<file path="src/rtl/seven_seg_pkg.sv">
// seven_seg_pkg
//   Shared definitions for the seven-segment loop-back capture block:
//   digit count and width, the digit-byte type, the capture FSM state
//   encoding and the digit-select classification helpers.
package seven_seg_pkg;

  localparam int NUM_DIGITS = 8;
  localparam int SEG_W      = 8;
  localparam int DIG_IDX_W  = $clog2(NUM_DIGITS);

  typedef logic [SEG_W-1:0] digit_t;

  typedef enum logic {
    ST_SETTLE = 1'b0,
    ST_HELD   = 1'b1
  } cap_state_t;

  typedef enum logic [1:0] {
    COM_BLANK  = 2'd0,
    COM_ONEHOT = 2'd1,
    COM_BAD    = 2'd2
  } com_class_t;

  // Classify a normalised (1 = selected) digit-select vector.
  function automatic com_class_t classify_com(input logic [NUM_DIGITS-1:0] com);
    if (com == '0) return COM_BLANK;
    // Clearing the lowest set bit leaves zero only for a single set bit.
    if ((com & (com - NUM_DIGITS'(1))) == '0) return COM_ONEHOT;
    return COM_BAD;
  endfunction

  // Index of the set bit of a one-hot vector (meaningless otherwise).
  function automatic logic [DIG_IDX_W-1:0] onehot_index(input logic [NUM_DIGITS-1:0] com);
    logic [DIG_IDX_W-1:0] idx;
    idx = '0;
    for (int i = 0; i < NUM_DIGITS; i++) begin
      if (com[i]) idx = DIG_IDX_W'(i);
    end
    return idx;
  endfunction

endpackage

</file>
<file path="src/rtl/seg_stable_filter.sv">
// seg_stable_filter
//   Registers the raw bus once and measures how long the registered value
//   has stayed unchanged.
// Ports:
//   clk          system clock
//   rst          asynchronous active-high reset
//   pins         raw {com, ens} bus
//   pair         registered {com, ens}
//   stable_hit   one-cycle pulse the cycle after the count reaches STABLE_CYC
//   pair_changed high the cycle after the registered pair took a new value
module seg_stable_filter #(
  parameter int W          = 16,
  parameter int STABLE_CYC = 4
) (
  input  logic         clk,
  input  logic         rst,
  input  logic [W-1:0] pins,
  output logic [W-1:0] pair,
  output logic         stable_hit,
  output logic         pair_changed
);

  localparam int CNT_W = $clog2(STABLE_CYC + 1);
  localparam logic [CNT_W-1:0] CNT_MAX = CNT_W'(STABLE_CYC);

  logic [W-1:0]     pair_reg;
  logic [CNT_W-1:0] cnt_reg;
  logic             hit_reg;
  logic             changed_reg;
  logic             same;

  // The value about to be registered equals the current pair, so the pair
  // will be unchanged across this edge.
  assign same = (pins == pair_reg);

  always_ff @(posedge clk or posedge rst) begin
    if (rst) begin
      pair_reg    <= '0;
      cnt_reg     <= '0;
      hit_reg     <= 1'b0;
      changed_reg <= 1'b0;
    end else begin
      pair_reg    <= pins;
      changed_reg <= !same;
      // Fires exactly once per stable episode: only on the step into saturation.
      hit_reg     <= same && (cnt_reg == CNT_MAX - CNT_W'(1));
      if (!same) begin
        cnt_reg <= '0;
      end else if (cnt_reg != CNT_MAX) begin
        cnt_reg <= cnt_reg + CNT_W'(1);
      end
    end
  end

  assign pair         = pair_reg;
  assign stable_hit   = hit_reg;
  assign pair_changed = changed_reg;

endmodule

</file>
<file path="src/rtl/seven_seg_capture.sv">
// seven_seg_capture
//   Loop-back monitor for the multiplexed seven-segment bus. Rebuilds the
//   per-digit segment bytes from the scan, rejecting inter-digit glitches.
// Ports:
//   clk        system clock
//   nrst       asynchronous active-high reset (despite the name)
//   oS_COM     observed digit-select lines
//   oS_ENS     observed segment lines
//   seg_out    digit k byte in bits [8k+7:8k]
//   seg_valid  bit k set once digit k has been captured
//   frame_done one-cycle pulse when the last missing digit of a frame lands
//   com_err    one-cycle pulse on a stable, non-blank, non-one-hot select
//   stale      watchdog flag
// Optional feature: define SEVEN_SEG_CAPTURE_TIMEOUT_EN to build the stale
//   watchdog; without it stale is tied low.
module seven_seg_capture
  import seven_seg_pkg::*;
#(
  parameter int STABLE_CYC     = 4,
  parameter bit COM_ACTIVE_LOW = 1'b1,
  parameter int TIMEOUT_CYC    = 65536
) (
  input  logic                        clk,
  input  logic                        nrst,
  input  logic [NUM_DIGITS-1:0]       oS_COM,
  input  logic [SEG_W-1:0]            oS_ENS,
  output logic [NUM_DIGITS*SEG_W-1:0] seg_out,
  output logic [NUM_DIGITS-1:0]       seg_valid,
  output logic                        frame_done,
  output logic                        com_err,
  output logic                        stale
);

  localparam int PAIR_W = NUM_DIGITS + SEG_W;

  logic [PAIR_W-1:0]     pair;
  logic                  stable_hit;
  logic                  pair_changed;
  logic [NUM_DIGITS-1:0] com_norm;
  digit_t                ens;
  com_class_t            com_class;
  logic                  do_write;
  logic                  wd_expire;
  logic [NUM_DIGITS-1:0] mask_or;

  cap_state_t            state_reg, state_next;
  digit_t                seg_reg [NUM_DIGITS];
  logic [NUM_DIGITS-1:0] valid_reg, valid_next;
  logic [NUM_DIGITS-1:0] mask_reg, mask_next;
  logic                  frame_done_reg, frame_done_next;
  logic                  com_err_reg, com_err_next;

  seg_stable_filter #(
    .W          (PAIR_W),
    .STABLE_CYC (STABLE_CYC)
  ) u_filter (
    .clk          (clk),
    .rst          (nrst),
    .pins         ({oS_COM, oS_ENS}),
    .pair         (pair),
    .stable_hit   (stable_hit),
    .pair_changed (pair_changed)
  );

  assign com_norm  = COM_ACTIVE_LOW ? ~pair[PAIR_W-1 -: NUM_DIGITS] : pair[PAIR_W-1 -: NUM_DIGITS];
  assign ens       = pair[SEG_W-1:0];
  assign com_class = classify_com(com_norm);
  assign do_write  = (state_reg == ST_SETTLE) && stable_hit && (com_class == COM_ONEHOT);
  // com_norm is the one-hot digit bit itself when a write happens.
  assign mask_or   = mask_reg | com_norm;

  always_comb begin
    state_next      = state_reg;
    valid_next      = valid_reg;
    mask_next       = mask_reg;
    frame_done_next = 1'b0;
    com_err_next    = 1'b0;
    case (state_reg)
      ST_SETTLE: begin
        if (stable_hit) begin
          state_next = ST_HELD;
          case (com_class)
            COM_ONEHOT: begin
              valid_next = valid_reg | com_norm;
              if (&mask_or) begin
                frame_done_next = 1'b1;
                mask_next       = '0;
              end else begin
                mask_next = mask_or;
              end
            end
            COM_BAD: com_err_next = 1'b1;
            default: ;
          endcase
        end
      end
      ST_HELD: begin
        if (pair_changed) state_next = ST_SETTLE;
      end
      default: state_next = ST_SETTLE;
    endcase
    // wd_expire never coincides with a write, so the write path above is intact.
    if (wd_expire) begin
      valid_next = '0;
      mask_next  = '0;
    end
  end

  always_ff @(posedge clk or posedge nrst) begin
    if (nrst) begin
      state_reg      <= ST_SETTLE;
      valid_reg      <= '0;
      mask_reg       <= '0;
      frame_done_reg <= 1'b0;
      com_err_reg    <= 1'b0;
      for (int i = 0; i < NUM_DIGITS; i++) seg_reg[i] <= '0;
    end else begin
      state_reg      <= state_next;
      valid_reg      <= valid_next;
      mask_reg       <= mask_next;
      frame_done_reg <= frame_done_next;
      com_err_reg    <= com_err_next;
      if (do_write) seg_reg[onehot_index(com_norm)] <= ens;
    end
  end

`ifdef SEVEN_SEG_CAPTURE_TIMEOUT_EN
  localparam int WD_W = (TIMEOUT_CYC > 2) ? $clog2(TIMEOUT_CYC) : 1;
  localparam logic [WD_W-1:0] WD_LAST = WD_W'(TIMEOUT_CYC - 1);

  logic [WD_W-1:0] wd_cnt_reg;
  logic            stale_reg;

  assign wd_expire = !do_write && (wd_cnt_reg == WD_LAST);

  // Counter parks at its last value while stale, re-clearing valid each cycle.
  always_ff @(posedge clk or posedge nrst) begin
    if (nrst) begin
      wd_cnt_reg <= '0;
      stale_reg  <= 1'b0;
    end else if (do_write) begin
      wd_cnt_reg <= '0;
      stale_reg  <= 1'b0;
    end else if (wd_expire) begin
      stale_reg  <= 1'b1;
    end else begin
      wd_cnt_reg <= wd_cnt_reg + WD_W'(1);
    end
  end

  assign stale = stale_reg;
`else
  assign wd_expire = 1'b0;
  assign stale     = 1'b0;
`endif

  genvar gi;
  generate
    for (gi = 0; gi < NUM_DIGITS; gi++) begin : g_pack
      assign seg_out[gi*SEG_W +: SEG_W] = seg_reg[gi];
    end
  endgenerate

  assign seg_valid  = valid_reg;
  assign frame_done = frame_done_reg;
  assign com_err    = com_err_reg;

endmodule

</file>
<file path="config.mk">
export PLATFORM = sky130hd
export DESIGN_NAME = seven_seg_capture
export DESIGN_NICKNAME = d
export VERILOG_FILES = /design/src/rtl/seven_seg_pkg.sv /design/src/rtl/seg_stable_filter.sv /design/src/rtl/seven_seg_capture.sv
export SDC_FILE = /design/constraint.sdc
export NUM_CORES = 1
export LEC_CHECK = 0
export ABC_AREA = 1
export CAP_MARGIN = 20
export CORE_UTILIZATION = 45
export DETAILED_ROUTE_END_ITERATION = 8
export PLACE_DENSITY_LB_ADDON = 0.3
export REMOVE_ABC_BUFFERS = 1
export SETUP_SLACK_MARGIN = 0.15
export SLEW_MARGIN = 20
export SYNTH_ARGS = -nofsm -noshare
export SYNTH_HDL_FRONTEND = slang
export SYNTH_SLANG_ARGS = --single-unit
</file>
<file path="constraint.sdc">
create_clock -name clk -period 7.4 [get_ports clk]
set_input_delay 1.48 -clock clk [delete_from_list [all_inputs] [get_ports clk]]
set_output_delay 1.48 -clock clk [all_outputs]
set_load 0.02 [all_outputs]
</file>
==> results <==
- The most frequent standard cell in the layout excluding fill and tap cells is nand2_1.
- Buffers added to address setup during post-CTS repair amount to 0.
- In the routed design, unresolved DRC markers number 0.
- The most critical setup path has its endpoint at seg_out[48].
- The number of hold violations in the final report was 0.
- The master of the slowest instance on the critical path is clkdlybuf4s50_1.
- The count of pins over their slew limit is 0.
- The most critical setup path has its startpoint at seg_out[48]$_DFFE_PP0P_.
- The number of antenna violations at the first check in global routing is 0.
- The worst register-to-register path has a depth of 10.
- For this run, the top clock speed supported by timing is about 350 MHz.
- The run finished with clean final reports.
- The net count of the finished layout is just under 600.
- The via count is 3670.
- The endpoint identified for the worst register-to-register timing path is seg_out[1]$_DFFE_PP0P_.
- The repair_antennas step left the layout with diodes totalling 0.
- The first global-routing pass estimated about 18000 um of wire.
- STA classifies the critical path startpoint as a register.
- The horizontal die dimension is a little over 100 um.
- The TritonCTS clock tree is done.
- Leaving out fill and tap cells, the most frequent cells in the layout are 178 x nand2_1, 104 x dfrtp_1, 91 x clkdlybuf4s50_1, 66 x nand4_1, 24 x inv_1.
- The worst setup skew after layout is 10.7 ps.
- Of the cells placed in the final design, the portion with a size suffix greater than 1 is between 6 and 7%.
- The floorplan step defined a die boundary enclosing about 0.010 mm2.
- The finished cells cover 0.00563 mm2.
- In this run the worst hold path is classified as register to register.
- Setup violations remaining at the end of the flow were counted as 0.
- The number of global-route vias before repair was between 3000 and 4000.
- Once detailed placement completed, the half-perimeter wirelength came to around 7400 um.
- The setup TNS is 0 ps.
- The detailed-router iteration count before antenna repair is 5.
- The count of nets left with antenna violations once routing finished came out at 0.
- Once placement completed, the tool counted placed cells totaling between 600 and 700.
- The tool flagged a number of max-cap violations equal to 0.
- Across the VDD grid, the largest voltage drop is ~0.076 mV.
- The portion of the post-synthesis area used by sequential elements is between 50% and 60%.
- The filler-free cell count of the finished design is 700.
- The cell sitting at the root of the clock tree is a clkbuf_8.
- The die extent in y is 102 um.
- From synthesis to final layout, the design area changed by 24.5%.
- The worst register-to-register path begins at u_filter.pair[14]$_DFF_PP0_.
- In this run, the number of DRC markers left after iteration 0 of detailed routing was about 160.
- The critical path goes through clkdlybuf4s50_1.
- Summed over all layers, the global routing overflow is 0.
- The number of library cell types mapped by synthesis is 30.
- A synthesized cell averages 9.28 um2.
- The routability congestion estimate is around 0.85.
- The placeable core region is between 0.009 and 0.01 mm2.
- The worst pin sits at a relative slew slack of roughly 40%.
- Among cell families on the critical path, the largest total delay comes from buffers and inverters.
- After technology mapping, the gate count stands at ~490.
- The final clock period utilization by the worst path is approximately two fifths.
- For the pin with the worst max-slew slack, the measured transition is between 800 and 900 ps.
- The number of port buffers is 91.
- The critical path required time is roughly 6000 ps.
- The post-CTS clock slew at the launch and capture registers of the worst setup and hold paths is roughly 90 ps.
- The detail-routed via count per cell is about 5.2.
- The number of gates resized after CTS was 0.
- The number of synthesis warnings is 0.
- The level count of the clock H-tree is 3.
- The worst register-to-register path has a setup slack of roughly 4700 ps.
- For this configuration, the core starts out at a cell density of 46.3%.
- For the worst setup path, the data arrival time is between 1000 and 1500 ps.
- The number of placement rows is 36.
- Of all nets on the critical path, the largest fanout is 2.
- In this run the cell area measured after placement is between 0.005 and 0.006 mm2.
- The endpoint type of the worst setup path is an output port.
- The number of clock buffers inserted by TritonCTS is 9.
- Setup repair after global routing left no endpoint under its margin.
- The flip-flop count of the largest register after layout is 64.
- After detailed routing, the average wire length per cell comes to 15.7 um.
- The netlist area before placement is around 0.0045 mm2.
- Clock tree synthesis found a total of around 100 sinks.
- The clock latency of the later-clocked register in the worst-skew pair is 360 ps.
- The largest net degree at the start of global routing is slightly below 60.
- The static leakage is between 2 and 3 nW.
- The kind of critical path is register to output port.
- The number of hold buffers added after CTS was 0.
- The number of primary I/O pins is 93.
- Counting both buffers and inverters, the worst setup path holds a total of 1.
- The number of cells on the critical path is 1.
- The final critical path time including I/O delays and setup is between 2000 and 3000 ps.
- The clock tree buffer depth is 2.
- The power density over cell area is between 150 and 200 mW/mm2.
- The utilization of the core after routing is slightly below 60%.
- The biggest cell delay along the critical path is roughly 620 ps.
- In this run, synthesis produced a sequential element count of about 100.
- The global-route total usage across every layer is between 20% and 30%.
- The final wirelength is around 11000 um.
==> layer usage <==
layer	part of all wire (%)	global-route usage, %	routed length [um]	up-vias
li1	-	-	-	1763
met1	47	32.0	5160	1769
met2	46	33.8	5020	120
met3	5.2	3.08	573	18
met4	2.1	10.0	227	0
met5	0	0	0	-
==> power breakdown <==
| part | internal, mW | switching (mW) | total (mW) |
|---|---|---|---|
| registers | 0.572 | 0.0138 | 0.586 |
| logic | 0.0186 | 0.0347 | 0.0533 |
| clock network | 0.140 | 0.188 | 0.328 |
| total | 0.730 | 0.237 | 0.967 |
==> logic make-up (layout without fill, tap and decap cells) <==
group	after synthesis	count (layout)	share of synthesized area (%)
AND/OR/NAND/NOR	277	277	28.8
buffers and inverters	60	139	6.47
adder cells (fa/ha/maj)	3	3	0.829
other	1	1	0.0828
XOR/XNOR	15	15	2.90
AO/OA/AOI/OAI	28	28	3.45
flip-flops	104	104	57.5
==> area by class of cell <==
class	instances	area, um2
Tap cell	133	166
Fill cell	881	4140
Inverter	30	115
Clock inverter	2	15.0
Multi-Input combinational cell	324	1640
Timing Repair Buffer	94	933
Sequential cell	104	2600
Clock buffer	13	159
==> Yosys cell counts, drive strengths merged <==
library cell  count  area [um2]
nand2           180         681
dfrtp           104        2600
nand4            72         488
inv              29         109
o21ai            19        98.9
nor2             16        80.1
buf              15         124
clkbuf           15        56.3
xnor2            12         105
nand3             6        35.0
a21oi             3        15.0
ha                3        37.5
o21bai            3        22.5
xor2              3        26.3
o22ai             2        12.5
or2               2        12.5
and2              1        6.26
clkinv            1        3.75
conb              1        3.75
o21a              1        7.51
==> metrics by stage <==
| stage | hold WS [ps] | power (mW) | setup WS [ps] |
|---|---|---|---|
| floorplan | 410 | 0.623 | 2530 |
| global placement | 418 | 0.648 | 4270 |
| detailed placement | 427 | 0.651 | 4230 |
| CTS | 440 | 0.971 | 4540 |
| global route | 452 | 1.00 | 4370 |
| finish | 444 | 0.967 | 4560 |
==> worst min path at each step <==
| stage | end | slack, ps | from | cells after the start |
|---|---|---|---|---|
| after floorplan | state_reg$_DFF_PP0_ | 410 | u_filter.pair_changed$_DFF_PP0_ | 1 |
| after global placement | state_reg$_DFF_PP0_ | 420 | u_filter.pair_changed$_DFF_PP0_ | 1 |
| after detailed placement | state_reg$_DFF_PP0_ | 430 | u_filter.pair_changed$_DFF_PP0_ | 1 |
| after CTS | state_reg$_DFF_PP0_ | 440 | u_filter.pair_changed$_DFF_PP0_ | 1 |
| after global routing | state_reg$_DFF_PP0_ | 450 | u_filter.pair_changed$_DFF_PP0_ | 1 |
| final | state_reg$_DFF_PP0_ | 440 | u_filter.pair_changed$_DFF_PP0_ | 1 |
Power figures use the tool's default switching activity.
